### src/rtl/mem_port_arbiter_pkg.sv
// mem_port_arbiter_pkg
//   Shared types for the unified memory port arbiter:
//     mem_arb_state_t : transaction FSM encoding (IDLE / WAIT_GNT / WAIT_RESP)
//     mem_port_req_t  : registered request presented on the memory port
package mem_port_arbiter_pkg;

  localparam int unsigned MEM_ADDR_W = 64;
  localparam int unsigned MEM_DATA_W = 64;

  typedef enum logic [1:0] {
    ARB_IDLE      = 2'd0,
    ARB_WAIT_GNT  = 2'd1,
    ARB_WAIT_RESP = 2'd2
  } mem_arb_state_t;

  typedef struct packed {
    logic                  we;
    logic [7:0]            be;
    logic [MEM_ADDR_W-1:0] addr;
    logic [MEM_DATA_W-1:0] wdata;
  } mem_port_req_t;

endpackage

### src/rtl/mem_arb_prio.sv
// mem_arb_prio
//   Winner select for the memory port. Data requests win over fetch.
//   With MEM_ARB_FAIR_EN defined, a saturating counter of data wins taken
//   while fetch was waiting hands one window to fetch after STARVE_MAX of them.
// Ports:
//   clk, rst          : clock, synchronous active-high reset (counter only)
//   window            : acceptance window is open this cycle
//   if_req, dm_req    : fetch / data requests
//   grant_if, grant_dm: one-hot winner, only asserted inside the window
module mem_arb_prio
  import mem_port_arbiter_pkg::*;
#(
  parameter int unsigned STARVE_MAX = 4
) (
  input  logic clk,
  input  logic rst,
  input  logic window,
  input  logic if_req,
  input  logic dm_req,
  output logic grant_if,
  output logic grant_dm
);

`ifdef MEM_ARB_FAIR_EN
  localparam int unsigned CNT_W = $clog2(STARVE_MAX + 1);

  logic [CNT_W-1:0] starve_cnt;
  logic             fetch_turn;

  assign fetch_turn = (starve_cnt == CNT_W'(STARVE_MAX));

  always_comb begin
    grant_dm = window & dm_req & ~(if_req & fetch_turn);
    grant_if = window & if_req & ~grant_dm;
  end

  always_ff @(posedge clk) begin
    if (rst) begin
      starve_cnt <= '0;
    end else if (window) begin
      if (!if_req || grant_if) begin
        starve_cnt <= '0;
      end else if (grant_dm && !fetch_turn) begin
        starve_cnt <= starve_cnt + 1'b1;
      end
    end
  end
`else
  always_comb begin
    grant_dm = window & dm_req;
    grant_if = window & if_req & ~dm_req;
  end

  logic unused_fair;
  assign unused_fair = ^{clk, rst};
  localparam int unsigned unused_starve_max = STARVE_MAX;
`endif

endmodule

### src/rtl/mem_port_arbiter.sv
// mem_port_arbiter
//   Shares one memory port between instruction fetch (if_*) and the MEM-stage
//   data requester (dm_*). One transaction outstanding at a time; the winning
//   request is registered onto mem_*, and the response is routed to its owner.
//   Optional fairness: define MEM_ARB_FAIR_EN (see mem_arb_prio).
// Ports:
//   clk, rst                         : clock, synchronous active-high reset
//   if_req/if_addr/if_flush          : fetch request, flush of in-flight fetch
//   if_gnt/if_rvalid/if_rdata        : fetch accept and response
//   dm_req/dm_we/dm_be/dm_addr/dm_wdata : data request
//   dm_gnt/dm_rvalid/dm_rdata        : data accept and response (writes ack too)
//   mem_req/mem_we/mem_be/mem_addr/mem_wdata : registered memory request
//   mem_gnt/mem_rvalid/mem_rdata     : memory accept and response
//   busy                             : a transaction is held
module mem_port_arbiter
  import mem_port_arbiter_pkg::*;
#(
  parameter int unsigned ADDR_W     = 64,
  parameter int unsigned DATA_W     = 64,
  parameter int unsigned STARVE_MAX = 4
) (
  input  logic              clk,
  input  logic              rst,
  input  logic              if_req,
  input  logic [ADDR_W-1:0] if_addr,
  input  logic              if_flush,
  output logic              if_gnt,
  output logic              if_rvalid,
  output logic [DATA_W-1:0] if_rdata,
  input  logic              dm_req,
  input  logic              dm_we,
  input  logic [7:0]        dm_be,
  input  logic [ADDR_W-1:0] dm_addr,
  input  logic [DATA_W-1:0] dm_wdata,
  output logic              dm_gnt,
  output logic              dm_rvalid,
  output logic [DATA_W-1:0] dm_rdata,
  output logic              mem_req,
  output logic              mem_we,
  output logic [7:0]        mem_be,
  output logic [ADDR_W-1:0] mem_addr,
  output logic [DATA_W-1:0] mem_wdata,
  input  logic              mem_gnt,
  input  logic              mem_rvalid,
  input  logic [DATA_W-1:0] mem_rdata,
  output logic              busy
);

  mem_arb_state_t state_q;
  mem_port_req_t  req_q;
  mem_port_req_t  next_req;
  logic           mem_req_q;
  logic           owner_if_q;
  logic           kill_q;
  logic           window;
  logic           resp;
  logic           grant_if;
  logic           grant_dm;

  // Reset gates the window and response so every output reads 0 during rst.
  assign resp   = ~rst & (state_q == ARB_WAIT_RESP) & mem_rvalid;
  assign window = ~rst & ((state_q == ARB_IDLE) | resp);

  mem_arb_prio #(
    .STARVE_MAX (STARVE_MAX)
  ) u_prio (
    .clk      (clk),
    .rst      (rst),
    .window   (window),
    .if_req   (if_req),
    .dm_req   (dm_req),
    .grant_if (grant_if),
    .grant_dm (grant_dm)
  );

  assign if_gnt    = grant_if;
  assign dm_gnt    = grant_dm;
  assign if_rvalid = resp & owner_if_q & ~kill_q;
  assign dm_rvalid = resp & ~owner_if_q;
  assign if_rdata  = if_rvalid ? mem_rdata : '0;
  assign dm_rdata  = dm_rvalid ? mem_rdata : '0;

  assign mem_req   = mem_req_q;
  assign mem_we    = req_q.we;
  assign mem_be    = req_q.be;
  assign mem_addr  = req_q.addr[ADDR_W-1:0];
  assign mem_wdata = req_q.wdata[DATA_W-1:0];
  assign busy      = (state_q != ARB_IDLE);

  always_comb begin
    next_req = req_q;
    if (grant_dm) begin
      next_req.we    = dm_we;
      next_req.be    = dm_be;
      next_req.addr  = MEM_ADDR_W'(dm_addr);
      next_req.wdata = MEM_DATA_W'(dm_wdata);
    end else if (grant_if) begin
      next_req.we    = 1'b0;
      next_req.be    = '1;
      next_req.addr  = MEM_ADDR_W'(if_addr);
      next_req.wdata = '0;
    end
  end

  always_ff @(posedge clk) begin
    if (rst) begin
      state_q    <= ARB_IDLE;
      req_q      <= '0;
      mem_req_q  <= 1'b0;
      owner_if_q <= 1'b0;
      kill_q     <= 1'b0;
    end else begin
      unique case (state_q)
        ARB_IDLE, ARB_WAIT_RESP: begin
          if (window) begin
            // A new acceptance overlapping the response starts the next
            // transaction directly, with its own kill state.
            if (grant_if || grant_dm) begin
              state_q    <= ARB_WAIT_GNT;
              req_q      <= next_req;
              mem_req_q  <= 1'b1;
              owner_if_q <= grant_if;
              kill_q     <= grant_if & if_flush;
            end else begin
              state_q <= ARB_IDLE;
              kill_q  <= 1'b0;
            end
          end else begin
            kill_q <= kill_q | (owner_if_q & if_flush);
          end
        end
        ARB_WAIT_GNT: begin
          kill_q <= kill_q | (owner_if_q & if_flush);
          if (mem_gnt) begin
            state_q   <= ARB_WAIT_RESP;
            mem_req_q <= 1'b0;
          end
        end
        default: state_q <= ARB_IDLE;
      endcase
    end
  end

endmodule

### config.mk
export PLATFORM = sky130hd
export DESIGN_NAME = mem_port_arbiter
export DESIGN_NICKNAME = d
export VERILOG_FILES = /design/src/rtl/mem_port_arbiter_pkg.sv /design/src/rtl/mem_arb_prio.sv /design/src/rtl/mem_port_arbiter.sv
export SDC_FILE = /design/constraint.sdc
export NUM_CORES = 1
export LEC_CHECK = 0
export ABC_CLOCK_PERIOD_IN_PS = 2700
export BUFFER_PORTS_ARGS = -buffer_cell sky130_fd_sc_hd__buf_2
export CAP_MARGIN = 20
export CORE_AREA = 2 2 212 214
export DETAILED_ROUTE_END_ITERATION = 8
export DIE_AREA = 0 0 214 216
export REMOVE_ABC_BUFFERS = 1
export SYNTH_ARGS = -nofsm -noshare
export SYNTH_HDL_FRONTEND = slang
export SYNTH_SLANG_ARGS = --single-unit
### constraint.sdc
create_clock -name clk -period 2.7 [get_ports clk]
set_clock_uncertainty 0.1 [all_clocks]
set_input_delay 0 -clock clk [delete_from_list [all_inputs] [get_ports clk]]
set_output_delay 0 -clock clk [all_outputs]
set_load 0.02 [all_outputs]
==> qor.yml <==
detailed_routing:
  dr.first_iter.drc_count: 507
  viasPerCell: 4.048
  wl_per_cell_um: 15.73
  firstDrtPassIters: 7
  vias: 8186
  drc: 0
  drt.antenna.violating_nets: 0
  wl_um: 31810
clock_tree:
  cts_tree: "built"
  cts_buffers: 17
  clock_sinks: 142
  ctsResizeCount: 0
  insertion_delay_ns: 0.42
  clkTransAtPathRegs_ns: 0.06
  cts.htree.levels: 4
  clockRootBuffer: "clkbuf_16"
  clock_path_buffers: 2
floorplan:
  die_area_um2: 46220
  die_x_um: 214
  ios: 543
  initial_core_util: 0.1467
  fp.coreArea_um2: 43840
  die_y_um: 216
  rows: 77
logic_synthesis:
  synthArstFlopShare: 0
  ys.flop_type: "dfxtp_1"
  yosysTopAreaCell: "dfxtp_1"
  synthTopCellsByCount: "dfxtp_1 (142), inv_1 (130), and2_1 (128)"
  ys_warn_count: 0
  synth_area_leaders: "dfxtp_1 (44%), and2_1 (12%), a221oi_1 (8.9%), a22o_1 (8.9%), o22a_1 (8.7%)"
  syn_area_um2: 6432
  synth.most_common_cell: "dfxtp_1"
  synthesis.instances: 696
  ys_types: 33
  ys_ff_latch: 142
  syn_area_per_cell_um2: 9.242
  yosysTopAreaCellShare: 0.4419
  synth_edf_count: 0
  ys_seq_area_frac: 0.4419
worst_hold_path:
  hp-class: "input port to register"
  min-delay-start: "dm_req"
  hold_depth: 4
  min_to: "mem_wdata[12]$_SDFFE_PP0P_"
power:
  power_mw: 6.268
  powerDensity_nw_per_um2: 503.0
  peakVddDrop_mv: 0.3683
  combinationalPowerShare: 0.221
  p_leak_nw: 6.955
  p_clk_frac: 0.402
  power.share.switching: 0.2783
  p_int_mw: 4.523
  p_seq_frac: 0.377
  power_switching_mw: 1.744
timing:
  report.final.slew_viol_count: 0
  layout_setup_ws_ns: 0.4086
  maxSlewHeadroom: 0.4874
  hold_viol_final: 0
  setup_tns_ns: 0
  final-setup-viol-count: 0
  fmax_mhz: 436.4
  rsz0062_at_grt: "false"
  period_needed_ns: 2.291
  layout_worst_path_cycle_share: 0.8487
  worst_pin_slew_ns: 0.7688
layout:
  nFillCells: 4547
  register_area_um2: 2843
  multi_input_area_um2: 2803
  final_cells: 2022
  final_cell_area_um2: 12460
  nets: 1686
  drive_gt1_frac: 0.4261
  areaGrowthSynthToFinish_pct: 93.72
placed_design:
  place_inst: 1780
  portBuffers: 542
  placed_area_um2: 9752
  pre_cts_slack_ns: 0.8176
  gp_congestion: 0.9206
  place_hpwl_um: 23520
worst_setup_path:
  rr_endpoint: "mem_be[1]$_SDFFE_PP0P_"
  start_kind: "input port"
  r2r-start: "state_q[1]$_SDFFE_PP0P_"
  end_kind: "register"
  rr_worst_depth: 4
  cp_max_fo: 64
  worst-setup-path-type: "input port to register"
  cp.arrival_ns: 2.51
  worstPathRequired_ns: 2.92
  reg2reg_setup_slack_ns: 0.79
grt:
  grt_usage: 0.1321
  grt-ovfl-total: 0
  grt_pass1_wl_um: 46970
  antenna_found_initial: 10
  grt_max_degree: 67
  grt_pass1_vias: 8159
status:
  status: "finished clean"
job:
  maxCapViolations: 0
per-layer routing:
layer,global-route usage,vias to the layer above,share of wire
met5,0,-,0.00041
met4,0.07179,2,0.043
met3,0.02960,68,0.059
met2,0.2400,419,0.51
met1,0.1421,3837,0.38
li1,-,3860,-
what timing repair did:
item                       CTS  global route
setup buffers                0             0
hold buffers               207             0
hold endpoints to repair   142             0
setup endpoints to repair    0             0
worst max path at each step:
stage,startpoint,end,slack (ns),depth (start not counted)
2_1_floorplan,state_q[0]$_SDFFE_PP0P_,if_rdata[0],-1.79,2
3_3_place_gp,state_q[1]$_SDFFE_PP0P_,mem_be[5]$_SDFFE_PP0P_,0.84,4
3_5_place_dp,state_q[1]$_SDFFE_PP0P_,mem_be[1]$_SDFFE_PP0P_,0.82,4
4_1_cts,state_q[0]$_SDFFE_PP0P_,dm_rdata[45],0.46,4
5_1_grt,state_q[1]$_SDFFE_PP0P_,if_rdata[42],0.32,5
6_report,rst,mem_addr[24]$_SDFFE_PP0P_,0.41,6
cells in the final DEF, fill, tap and decap left out, drive strengths merged, types with 2 or more instances in the layout:
cell / count
a221oi: 65
a22o: 65
and2: 128
buf: 558
bufinv: 4
clkbuf: 19
clkinv: 3
clkinvlp: 4
dfxtp: 142
diode: 3
dlygate4sd3: 207
inv: 134
nand2: 2
nand2b: 2
nor2: 3
nor2b: 2
nor3: 3
nor4: 4
o221a: 8
o22a: 64
power groups by stage:
stage	combinational, mW	clock, mW	sequential (mW)
6_report	1.39	2.52	2.36
5_1_grt	1.49	2.70	2.38
4_1_cts	1.38	2.60	2.36
3_5_place_dp	1.12	0	2.40
3_3_place_gp	1.10	0	2.40
2_1_floorplan	0.337	0	2.60
layout make-up:
type / instances / share of cell area
clock buffer: 19 / 0.03555
antenna: 3 / 0.0006025
inverter: 132 / 0.03976
multi-input combinational: 356 / 0.2249
timing repair buffer: 765 / 0.3966
clock inverter: 13 / 0.01496
sequential: 142 / 0.2281
tap: 592 / 0.05944
per-stage QoR:
| step | hold slack [ns] | util |
|---|---|---|
| final | 0.1973 | 0.2843 |
| after global routing | 0.1990 | 0.2843 |
| after CTS | 0.1765 | 0.2841 |
| after detailed placement | 0.1189 | 0.2225 |
| after global placement | 0.1161 | 0.2225 |
| after floorplan | -0.02762 | - |
sequential cells by signal, summed over array words and instances, names as in the netlist:
register and cells:
mem_wdata 64, mem_we 1, kill_q 1, mem_be 8, owner_if_q 1, mem_req 1
state_q 2, mem_addr 64
critical path: stages:
cell and delay, ns:
dlygate4sd3_1 0.55, buf_2 0.31, buf_4 0.63, a221oi_1 0.16, dlygate4sd3_1 0.65, o22a_1 0.18
kinds of logic after synthesis:
kind of cell,after synthesis,share of synthesized area
AOI/OAI and AO/OA,209,0.2869
DFF,142,0.4419
and+or+nand+nor,147,0.1430
buffers and inverters,198,0.1282
(Power assumes the default switching activity.)
